==> config.mk <==
export PLATFORM = sky130hd
export DESIGN_NAME = sbox_sched
export DESIGN_NICKNAME = d
export VERILOG_FILES = /design/src/rtl/sbox_sched.sv
export SDC_FILE = /design/constraint.sdc
export NUM_CORES = 1
export LEC_CHECK = 0
export BUFFER_PORTS_ARGS = -buffer_cell sky130_fd_sc_hd__buf_4
export CAP_MARGIN = 5
export CORE_AREA = 3 3 242 244
export DETAILED_ROUTE_END_ITERATION = 12
export DIE_AREA = 0 0 245 247
export PLACE_DENSITY = 0.5
export SLEW_MARGIN = 10
export SYNTH_ARGS = -nofsm -noshare
export SYNTH_HDL_FRONTEND = slang
export SYNTH_SLANG_ARGS = --single-unit
==> constraint.sdc <==
create_clock -name clk -period 1.15 [get_ports clk]
set_input_delay 0 -clock clk [delete_from_list [all_inputs] [get_ports clk]]
set_output_delay 0 -clock clk [all_outputs]
set_load 0.005 [all_outputs]
==> src/rtl/sbox_sched.sv <==
// rtl/sbox_sched.sv - issue scheduler and randomness stager for the masked S-box bank
// Optional feature: SBOX_SCHED_RR_EN selects round-robin arbitration (fixed priority otherwise).
module sbox_sched #(
   parameter int d      = 2,
   parameter int NLANES = 4,
   parameter int RND_W  = NLANES*18*d*(d-1)
) (
   input  logic                           clk,
   input  logic                           rst_n,
   input  logic                           req0_valid,
   output logic                           req0_ready,
   input  logic [8*NLANES*d-1:0]          req0_data,
   input  logic                           req1_valid,
   output logic                           req1_ready,
   input  logic [8*NLANES*d-1:0]          req1_data,
   input  logic                           rnd_valid,
   output logic                           rnd_ready,
   input  logic [RND_W-1:0]               rnd_data,
   output logic [8*NLANES*d-1:0]          sb_in,
   output logic [NLANES*4*d*(d-1)-1:0]    sb_rnd0,
   output logic [NLANES*2*d*(d-1)-1:0]    sb_rnd1,
   output logic [NLANES*4*d*(d-1)-1:0]    sb_rnd2,
   output logic [NLANES*8*d*(d-1)-1:0]    sb_rnd3,
   input  logic [8*NLANES*d-1:0]          sb_out,
   output logic                           resp_valid,
   output logic                           resp_id,
   output logic [8*NLANES*d-1:0]          resp_data,
   output logic                           busy
);
   localparam int DW  = 8*NLANES*d;
   localparam int S0W = NLANES*4*d*(d-1);
   localparam int S1W = NLANES*2*d*(d-1);
   localparam int S2W = NLANES*4*d*(d-1);
   localparam int S3W = NLANES*8*d*(d-1);
   localparam int O1  = S0W;
   localparam int O2  = S0W + S1W;
   localparam int O3  = S0W + S1W + S2W;

   logic           w_req_ok;
   logic           w_gnt;
   logic           w_issue;
   logic [4:1]     r_v;
   logic [4:1]     r_id;
   logic [S1W-1:0] r_d1;
   logic [S2W-1:0] r_d2a, r_d2b;
   logic [S3W-1:0] r_d3a, r_d3b, r_d3c;

   assign w_req_ok = rnd_valid & (req0_valid | req1_valid);

`ifdef SBOX_SCHED_RR_EN
   logic r_last;

   always_comb begin
      w_gnt = ~req0_valid;
      if (req0_valid && req1_valid) w_gnt = ~r_last;
   end

   // Reset value 1 lets requester 0 win the first tie.
   always_ff @(posedge clk or negedge rst_n) begin
      if (!rst_n) begin
         r_last <= 1'b1;
      end else if (w_req_ok) begin
         r_last <= w_gnt;
      end
   end
`else
   always_comb begin
      w_gnt = ~req0_valid;
   end
`endif

   // Grant outputs are forced low while reset is held.
   assign w_issue    = rst_n & w_req_ok;
   assign req0_ready = w_issue & ~w_gnt;
   assign req1_ready = w_issue & w_gnt;
   assign rnd_ready  = w_issue;
   assign sb_in      = w_issue ? (w_gnt ? req1_data : req0_data) : {DW{1'b0}};
   assign sb_rnd0    = w_issue ? rnd_data[0 +: S0W] : {S0W{1'b0}};

   // Idle cycles load zeros so no slice survives past its own operation.
   always_ff @(posedge clk or negedge rst_n) begin
      if (!rst_n) begin
         r_v   <= '0;
         r_id  <= '0;
         r_d1  <= '0;
         r_d2a <= '0;
         r_d2b <= '0;
         r_d3a <= '0;
         r_d3b <= '0;
         r_d3c <= '0;
      end else begin
         r_v   <= {r_v[3:1], w_req_ok};
         r_id  <= {r_id[3:1], w_req_ok & w_gnt};
         r_d1  <= w_req_ok ? rnd_data[O1 +: S1W] : {S1W{1'b0}};
         r_d2a <= w_req_ok ? rnd_data[O2 +: S2W] : {S2W{1'b0}};
         r_d2b <= r_d2a;
         r_d3a <= w_req_ok ? rnd_data[O3 +: S3W] : {S3W{1'b0}};
         r_d3b <= r_d3a;
         r_d3c <= r_d3b;
      end
   end

   assign sb_rnd1    = r_v[1] ? r_d1  : {S1W{1'b0}};
   assign sb_rnd2    = r_v[2] ? r_d2b : {S2W{1'b0}};
   assign sb_rnd3    = r_v[3] ? r_d3c : {S3W{1'b0}};
   assign resp_valid = r_v[4];
   assign resp_id    = r_id[4];
   assign resp_data  = rst_n ? sb_out : {DW{1'b0}};
   assign busy       = |r_v;
endmodule

==> results.md, run 1 <==
* GPL Wtd Cong at 0.9379
* Routed Antenna Nets at 0
* Crit-path leading delay family: simple AND/OR/NAND/NOR gates
* Initial core utilization at 0.1845
* Worst-Skew Late Latency at 0.56 ns
* Worst clock skew at 0.01640 ns
* Syn Std Cell Area at 10,420 µm²
* PortBufs at 618
* Area post-placement at 16,060 µm²
* Global Route met2 Usage at 0.2500
* CP Class: register to output port
* CP Capture Point: busy
* GR Overflow Total at 0
* Worst r2r dst: r_v[4]$_DFF_PN0_
* # clock sinks at 280
* Root buf cell: clkbuf_16
* VDD IR max at 0.9702 mV
* Netlist cell types at 17
* Post-route minimum period at 1.600 ns
* Unrepaired setup endpoints after global routing: true
* Die H at 247 µm
* Clock Path Buffers at 3
* Period utilisation layout at 1.391
* Worst slew pin tran at 0.5021 ns
* GRT Resource Usage Total at 0.1416
* Worst Path Required at 1.15 ns
* Result of the run: complete, but fails checks
* Register area share after synthesis at 0.6723
* Yosys Warn Count at 0
* FF+latch count, synth at 280
* Synth Net Count at 1,201
* Final worst slack at -0.4497 ns
* Max Fanout on Critical Path at 2
* Drc violations at 0
* Die X at 245 µm
* WP depth at 2
* Cts-stage hold buffer count at 118
* Setup violations, final at 113
* Final Cell Area at 18,450 µm²
* Core Util, Final at 0.3265
* Hold Vio Cnt, Final at 132
* Clock-pin transition on the worst setup and hold timing paths at 0.06 ns
* FMAX at 0.6251 GHz
* Cells along the critical path: or4_4 > buf_6
* Via/cell ratio at 3.742
* Detailed-route via count at 8,931
* GR Layer Usage met1 at 0.1592
* CP arrival at 1.60 ns
* Worst r2r path cells at 2
* Met3 usage at 0.04706
* Buf/Inv on CP at 1
* GRT busiest layer: met2
* Die ar. at 60,520 µm²
* Worst slew margin at 0.6642
* Violated checks: negative hold slack, negative setup slack
* Io pins at 619
* Share of layout cells above drive strength 1 at 0.4466
* Pwr/cell area at 1258 nW/µm²
* Num CTS Buffers at 30
* Largest stage delay on the critical path at 0.52 ns
* Iteration-0 DRC Markers at 276
* Min-delay worst type: input port to asynchronous set/reset pin
* Core ar. at 56,500 µm²
* Number of global-route vias before repair at 9,456
* Initial antenna violation count at 7
* CP Launch Type: register
* TritonCTS clock tree: yes
* Syn avg cell area at 12.12 µm²
* Final Slew Violations at 0
* H-tree levels at 1
* Critical path startpoint: r_v[1]$_DFF_PN0_
* Synth-to-Final Area Change at 77.02%
* Crit end category: output port
* HPWL after DPL at 35.92 mm
* Detailed-route wire length per cell at 19.05 µm
* Largest net degree at the start of global routing at 99
* Number of cell rows at 87
* Synthesized instance count at 860
* Final wirelength at 45.46 mm
* Initial DRT Pass Iterations at 6
* Nets at 1,945
* Reg-to-reg setup timing slack at 0.30 ns
* Reg2Reg Launch Point: r_v[3]$_DFF_PN0_
* Max Cap Viol at 0
* Fin Hold WS at -0.7586 ns
* Slowest cell on crit path: or4_4
* Leak Pwr at 9.318 nW
* First-pass GRT wire length at 63.50 mm
## Yosys cell counts
| cell type | count | area (µm²) |
|---|---|---|
| a21oi_1 | 64 | 320.3 |
| and2_1 | 320 | 2002 |
| and3_1 | 1 | 6.260 |
| and3b_1 | 1 | 8.760 |
| buf_1 | 2 | 7.510 |
| buf_2 | 18 | 90.09 |
| buf_4 | 1 | 7.510 |
| buf_6 | 8 | 90.09 |
| clkbuf_1 | 29 | 108.9 |
| clkbuf_2 | 3 | 15.01 |
| dfrtp_1 | 280 | 7007 |
| nand2_1 | 65 | 244.0 |
| nand3b_1 | 64 | 480.5 |
| nor3b_1 | 1 | 7.510 |
| o211a_1 | 1 | 10.01 |
| o21a_2 | 1 | 8.760 |
| or4_1 | 1 | 7.510 |
## registers in the layout (all words and copies together) (netlist names)
signal	count
r_d1	16
r_d2a	32
r_d2b	32
r_d3a	64
r_d3b	64
r_d3c	64
r_id	4
r_v	4
## cell families after synthesis
| kind of cell | synth area share |
|---|---|
| AOI/OAI and AO/OA | 0.03254 |
| buffers and inverters | 0.03062 |
| DFF | 0.6723 |
| and+or+nand+nor | 0.2645 |
## where the power goes
group          internal (mW)  switching [mW]  total [mW]
registers               10.3           0.133        10.5
logic                   1.97            1.37        3.33
clock network           5.41            3.98        9.40
## metrics by stage
step | setup WS (ns) | power (mW) | TNS [ns] | cells
2_1_floorplan | 0.2206 | 11.43 | 0 | 860
3_3_place_gp | 0.09779 | 13.56 | 0 | 2202
3_5_place_dp | 0.09335 | 13.60 | 0 | 2202
4_1_cts | -0.4908 | 23.59 | -40.85 | 2376
5_1_grt | -0.5027 | 24.38 | -49.53 | 2385
6_report | -0.4497 | 23.21 | -41.13 | 2387
## routing by layer
metal	up-vias	routed length, µm
li1	4181	-
met1	4286	16770
met2	397	22980
met3	63	3858
met4	4	1832
met5	-	23
## worst min-delay path by stage
stage                              end   from  depth (start not counted)
finish              r_d1[11]$_DFF_PN0_  rst_n                          1
global route        r_d1[11]$_DFF_PN0_  rst_n                          1
CTS                 r_d1[11]$_DFF_PN0_  rst_n                          1
floorplan            r_d1[0]$_DFF_PN0_  rst_n                          0
detailed placement  r_d1[11]$_DFF_PN0_  rst_n                          1
global placement    r_d1[11]$_DFF_PN0_  rst_n                          1
## cells in the final DEF, fill, tap and decap left out
master         instances
clkinvlp_4             2
and3_1                 1
and2_1               305
clkinv_8               1
clkbuf_8               9
and2_4                15
buf_6                  2
nand2_2                1
nor3b_1                1
inv_8                  2
clkinv_4               1
diode_2                3
o211a_1                1
nand3b_1              64
a21oi_1               64
nand2_1               64
clkbuf_1               3
clkbuf_16             33
and3b_1                1
dfrtp_2                1
dfrtp_1              279
buf_4                634
inv_6                  1
buf_8                  2
buf_12                14
dlygate4sd3_1        118
o21a_4                 1
or4_4                  1
clkinv_2               7
## what timing repair did
item | in CTS | in global routing
gates resized for setup | 10 | 18
buffers inserted | 0 | 4
pin swaps | 1 | 0
endpoints found under the hold margin | 261 | 130
cloned | 0 | 4
endpoints found under the setup margin | 113 | 113
## area by class of cell
type / instances / area [µm²]
Fill cell: 5732 / 38050
Tap cell: 756 / 945.9
Sequential cell: 280 / 7008
Clock inverter: 14 / 106.4
Multi-Input combinational cell: 519 / 3146
Clock buffer: 42 / 885.9
Antenna cell: 3 / 7.507
Timing Repair Buffer: 773 / 6349
Note: power is estimated with default switching activity, not from simulation.
==> run 2, diff against run 1 <==
SKIP_LAST_GASP = 1   (was not set)
==> run 2 against run 1 <==
Against the previous run: the run still ends with negative hold slack, negative setup slack left; worst setup slack better by 0.0013 ns; non-clock buffer count did not move; core utilization is essentially flat; global-route usage unchanged; sequential power about the same; combinational power barely moved; power about the same; sequential cell count stayed put; routed wire length about the same; largest power group unchanged.
==> results.md, run 2 (synthesis gave the netlist of run 1 again) <==
* Worst clock skew at 0.01675 ns (+0.0003572 ns)
* Result of the run: complete, but fails checks
* Num CTS Buffers at 30 (unchanged)
* Initial DRT Pass Iterations at 4 (-2)
* Area of the multi-input gates at 3141 µm² (-0.16%)
* CP Class: register to output port
* Worst slew margin at 0.6642 (about the same)
* PortBufs at 618 (unchanged)
* Initial antenna violation count at 7 (unchanged)
* Root buf cell: clkbuf_16
* Initial core utilization at 0.1845 (unchanged)
* Fin Hold WS at -0.7586 ns (+0.000008000 ns)
* Placed cells at 2,202 (unchanged)
* Hold Vio Cnt, Final at 132 (unchanged)
* Post-route minimum period at 1.598 ns (-0.001296 ns)
* Cts-stage hold buffer count at 118 (unchanged)
* GR Overflow Total at 0 (unchanged)
* Commonest non-fill, non-tap cell in the layout: buf_4
* Regs by FF count: r_d3a: 64 flops, r_d3b: 64 flops, r_d3c: 64 flops
* VDD IR max at 0.9708 mV (about the same)
* HPWL after DPL at 35.92 mm (unchanged)
* Die X at 245 µm (unchanged)
* PnR Total Power at 23.21 mW (about the same)
* GPL Wtd Cong at 0.9379 (unchanged)
* Violated checks: negative hold slack, negative setup slack
* Final worst slack at -0.4484 ns (+0.001296 ns)
* Register area at 7008 µm² (unchanged)
* Final Slew Violations at 0 (unchanged)
* Unrepaired setup endpoints after global routing: true
* Iteration-0 DRC Markers at 274 (-0.72%)
* Clock Path Buffers at 3 (unchanged)
* Worst slew pin tran at 0.5021 ns (+0.0000001192 ns)
* Number of global-route vias before repair at 9,457 (+0.011%)
* Worst-Skew Late Latency at 0.56 ns (about the same)
* Pwr/cell area at 1259 nW/µm² (about the same)
* Detailed-route wire length per cell at 19.05 µm (about the same)
* Comb pwr share at 0.144 (about the same)
* Leak Pwr at 9.315 nW (about the same)
* Number of cell rows at 87 (unchanged)
* Sequential power share at 0.451 (about the same)
* Max Fanout on Critical Path at 2 (unchanged)
* GRT Resource Usage Total at 0.1416 (unchanged)
* Net Switching at 5.487 mW (about the same)
* Synth-to-Final Area Change at 76.97% (about the same)
* Period utilisation layout at 1.390 (about the same)
* Final wirelength at 45.48 mm (about the same)
* Crit end category: output port
* Max Cap Viol at 0 (unchanged)
* Clock Power Share at 0.405 (about the same)
* FMAX at 0.6256 GHz (about the same)
* Io pins at 619 (unchanged)
* Setup TNS at -41.12 ns (+0.006400 ns)
* Switching part of the total at 0.2364 (about the same)
* Core ar. at 56,500 µm² (unchanged)
* Via/cell ratio at 3.742 (unchanged)
* Detailed-route via count at 8,931 (unchanged)
* Routed Antenna Nets at 0 (unchanged)
* Setup violations, final at 113 (unchanged)
* Layout filler cell count at 5,734 (+0.035%)
* Largest net degree at the start of global routing at 99 (unchanged)
* Worst Path Required at 1.15 ns (about the same)
* Share of layout cells above drive strength 1 at 0.4453 (-0.001229)
* Post-route insts no fill at 2,387 (unchanged)
* H-tree levels at 1 (unchanged)
* Commonest cells after routing, fill and taps aside: buf_4 (634), and2_1 (307), dfrtp_1 (279)
* Nets at 1,945 (unchanged)
* Clock-pin transition on the worst setup and hold timing paths at 0.06 ns (about the same)
* Pint at 17.72 mW (about the same)
* Die H at 247 µm (unchanged)
* First-pass GRT wire length at 63.51 mm (about the same)
* CP Launch Type: register
* CP arrival at 1.60 ns (about the same)
* Min-delay worst type: input port to asynchronous set/reset pin
* Drc violations at 0 (unchanged)
* Die ar. at 60,520 µm² (unchanged)
* TritonCTS clock tree: yes
* # clock sinks at 280 (unchanged)
[run 2: what timing repair did]
| action | 4_1_cts | 5_1_grt |
|---|---|---|
| pin swaps | 1 | 0 |
| buffers inserted | 0 | 4 |
| setup endpoints to repair | 113 | 113 |
| hold endpoints to repair | 261 | 130 |
| cloned | 0 | 4 |
| gates resized for setup | 8 | 18 |
[run 2: path summary, 6_finish.rpt]
path | cells after the start | endpoint | startpoint | slack (ns)
hold reg to reg | 0 | r_d2b[0]$_DFF_PN0_ | r_d2a[0]$_DFF_PN0_ | 0.33
max in group asynchronous | 4 | r_d2b[13]$_DFF_PN0_ | rst_n | 0.23
setup reg to reg | 2 | r_v[4]$_DFF_PN0_ | r_v[3]$_DFF_PN0_ | 0.31
setup / recovery | 2 | busy | r_v[1]$_DFF_PN0_ | -0.45
hold / removal | 1 | r_d1[11]$_DFF_PN0_ | rst_n | -0.76
min in group clk | 3 | r_v[1]$_DFF_PN0_ | rnd_valid | 0.03
[run 2: area by class of cell]
cell class                      count  share of cell area
Sequential cell                   280              0.3800
Timing Repair Buffer              773              0.3442
Multi-Input combinational cell    519              0.1703
Tap cell                          756             0.05129
Clock buffer                       42             0.04803
Clock inverter                     14            0.005767
Antenna cell                        3           0.0004071
[run 2: critical path, cell delays in order (launching register included)]
cell and delay [ns]:
dfrtp_1 0.40, or4_4 0.52, buf_6 0.13
[run 2: metal layers]
metal / part of all wire / global-route usage / up-vias
met1: 0.37 / 0.1592 / 4277
li1: - / - / 4182
met4: 0.040 / 0.05193 / 4
met2: 0.50 / 0.2500 / 405
met3: 0.085 / 0.04706 / 63
met5: 0.00051 / 0 / -
[run 2: power by group through the flow]
stage | Combinational (mW) | Clock (mW) | Sequential [mW]
after global routing | 3.64 | 10.2 | 10.5
after floorplan | 0.827 | 0 | 10.6
after global placement | 2.91 | 0 | 10.6
final | 3.33 | 9.40 | 10.5
after detailed placement | 2.94 | 0 | 10.7
after CTS | 3.32 | 9.78 | 10.5
[run 2: through the flow]
stage          setup WS, ns  instance area, µm²    util
6_report            -0.4484               18440  0.3264
3_5_place_dp        0.09335               16060  0.2843
2_1_floorplan        0.2206               10420       -
4_1_cts             -0.4908               18270  0.3233
3_3_place_gp        0.09779               16060  0.2843
5_1_grt             -0.5027               18440  0.3264
==> run 3, diff against run 2 <==
SKIP_CTS_REPAIR_TIMING = 1   (was not set)
clock period = 1.59 ns   (was 1.15 ns; I/O delays follow)
==> run 3 against run 2 <==
Against the previous run: the flow finishes with violations (negative setup slack); global-route usage fell by 0.44 points; power is 24% lower; core utilization down 0.075 points; hold slack improved by 0.80 ns; clock power shrank 18%; largest cell class unchanged.
==> results.md, run 3 (synthesis gave the netlist of run 1 again) <==
* CP Launch Type: register
* Critical path startpoint: r_v[3]$_DFF_PN0_
* Unrepaired setup endpoints after global routing: true
* Worst Path Required at 1.59 ns (+0.44 ns)
* Hold Vio Cnt, Final at 0 (-100%)
* Min-delay worst type: input port to register
* Dpl ws at 0.3278 ns (+0.2345 ns)
* VDD IR max at 0.7530 mV (-22%)
* Setup TNS at -5.275 ns (+35.85 ns)
* Detailed-route via count at 8,965 (+0.38%)
* Synth-to-Final Area Change at 76.56%
* Core ar. at 56,500 µm² (unchanged)
* Commonest cells after routing, fill and taps aside: buf_4 (630), and2_1 (319), dfrtp_1 (279)
* Num CTS Buffers at 31 (+3.3%)
* Pwr/cell area at 960.5 nW/µm² (-24%)
* CP Class: register to output port
* PortBufs at 618 (unchanged)
* Worst clock skew at 0.01097 ns (-0.005788 ns)
* Clock Path Buffers at 3 (unchanged)
* Initial DRT Pass Iterations at 4 (unchanged)
* Max Cap Viol at 0 (unchanged)
* TritonCTS clock tree: yes
* Leak Pwr at 9.277 nW (-0.40%)
* Post-route insts no fill at 2,379 (-0.34%)
* Commonest non-fill, non-tap cell in the layout: buf_4
* Post-route minimum period at 1.762 ns
* Largest net degree at the start of global routing at 80 (-19%)
* Setup violations, final at 52 (-54%)
* Drc violations at 0 (unchanged)
* Io pins at 619 (unchanged)
* Iteration-0 DRC Markers at 334 (+22%)
* Die H at 247 µm (unchanged)
* Hold Path Stages at 3
* Via/cell ratio at 3.768 (+0.72%)
* Share of layout cells above drive strength 1 at 0.4341 (-0.01119)
* Initial core utilization at 0.1845 (unchanged)
* Worst r2r dst: r_v[4]$_DFF_PN0_
* Number of cell rows at 87 (unchanged)
* Reg2Reg Launch Point: r_v[3]$_DFF_PN0_
* Result of the run: complete, but fails checks
* Worst-Skew Late Latency at 0.57 ns (about the same)
* Max Fanout on Critical Path at 8 (+6)
* Min-Delay Startpoint: req1_valid
* Worst slew pin tran at 0.6932 ns (+0.1911 ns)
* Violated checks: negative setup slack
* Area of the multi-input gates at 3110 µm² (-0.96%)
* GRT Resource Usage Total at 0.1372 (-0.004445)
* Regs by FF count: r_d3a: 64 flops, r_d3b: 64 flops, r_d3c: 64 flops
* FMAX at 0.5675 GHz
* Die X at 245 µm (unchanged)
* Nets at 1,936 (-0.46%)
* HPWL after DPL at 35.92 mm (about the same)
* CP arrival at 1.76 ns (+0.16 ns)
* # clock sinks at 280 (unchanged)
* Worst Hold Endpoint: r_id[1]$_DFF_PN0_
* Final wirelength at 44.86 mm (-1.4%)
* Fin Hold WS at 0.03730 ns (+0.7959 ns)
* Die ar. at 60,520 µm² (unchanged)
* Reg-to-reg setup timing slack at 0.58 ns (+0.27 ns)
* Routed Antenna Nets at 0 (unchanged)
* GR Overflow Total at 0 (unchanged)
* H-tree levels at 1 (unchanged)
* Placed cells at 2,195 (-0.32%)
* First-pass GRT wire length at 61.01 mm (-3.9%)
* Layout filler cell count at 5,802 (+1.2%)
* Root buf cell: clkbuf_16
* Worst slew margin at 0.5364 (-0.1278)
* Worst r2r path cells at 2 (unchanged)
* Clock-pin transition on the worst setup and hold timing paths at 0.06 ns (about the same)
* Final Slew Violations at 0 (unchanged)
* GPL Wtd Cong at 0.9706 (+3.5%)
* Initial antenna violation count at 7 (unchanged)
* Number of global-route vias before repair at 9,090 (-3.9%)
* Final worst slack at -0.1720 ns (+0.2764 ns)
* Register area at 7010 µm² (about the same)
* Crit end category: output port
* Period utilisation layout at 1.108
* Detailed-route wire length per cell at 18.86 µm (-1.0%)
-- run 3: layout make-up --
type,instances,area share
repair buffers,763,0.3361
clock buffers,39,0.04706
diodes,6,0.0008160
flip-flops and latches,280,0.3810
well taps,756,0.05141
multi-input cells,519,0.1690
clock inverters,16,0.01462
-- run 3: layer usage --
layer / GRT usage / vias up / part of all wire
li1: - / 4172 / -
met1: 0.1491 / 4338 / 0.38
met2: 0.2366 / 376 / 0.50
met3: 0.05248 / 75 / 0.083
met4: 0.06408 / 4 / 0.044
met5: 0 / - / 0.00053
-- run 3: worst max-delay path by stage --
stage                     endpoint  slack, ns
after global placement        busy       0.32
after detailed placement      busy       0.33
after floorplan               busy       0.66
final                         busy      -0.17
after CTS                     busy      -0.32
after global routing          busy      -0.25
-- run 3: critical path: stages, from the launching register on --
cell and delay [ns]:
dfrtp_4 0.52, or4_4 0.51, buf_4 0.15
-- run 3: where the power goes --
| part | switching, mW | internal, mW | leakage [nW] |
|---|---|---|---|
| combinational | 0.970 | 1.37 | 5.03 |
| clock | 2.90 | 4.85 | 0.562 |
| sequential | 0.100 | 7.49 | 3.69 |
-- run 3: through the flow --
| stage | instance area [µm²] | power [mW] | utilization |
|---|---|---|---|
| 6_report | 18400 | 17.67 | 0.3257 |
| 4_1_cts | 17130 | 17.71 | 0.3032 |
| 3_5_place_dp | 16000 | 9.821 | 0.2831 |
| 3_3_place_gp | 16000 | 9.793 | 0.2831 |
| 2_1_floorplan | 10420 | 8.266 | - |
| 5_1_grt | 18390 | 18.54 | 0.3255 |
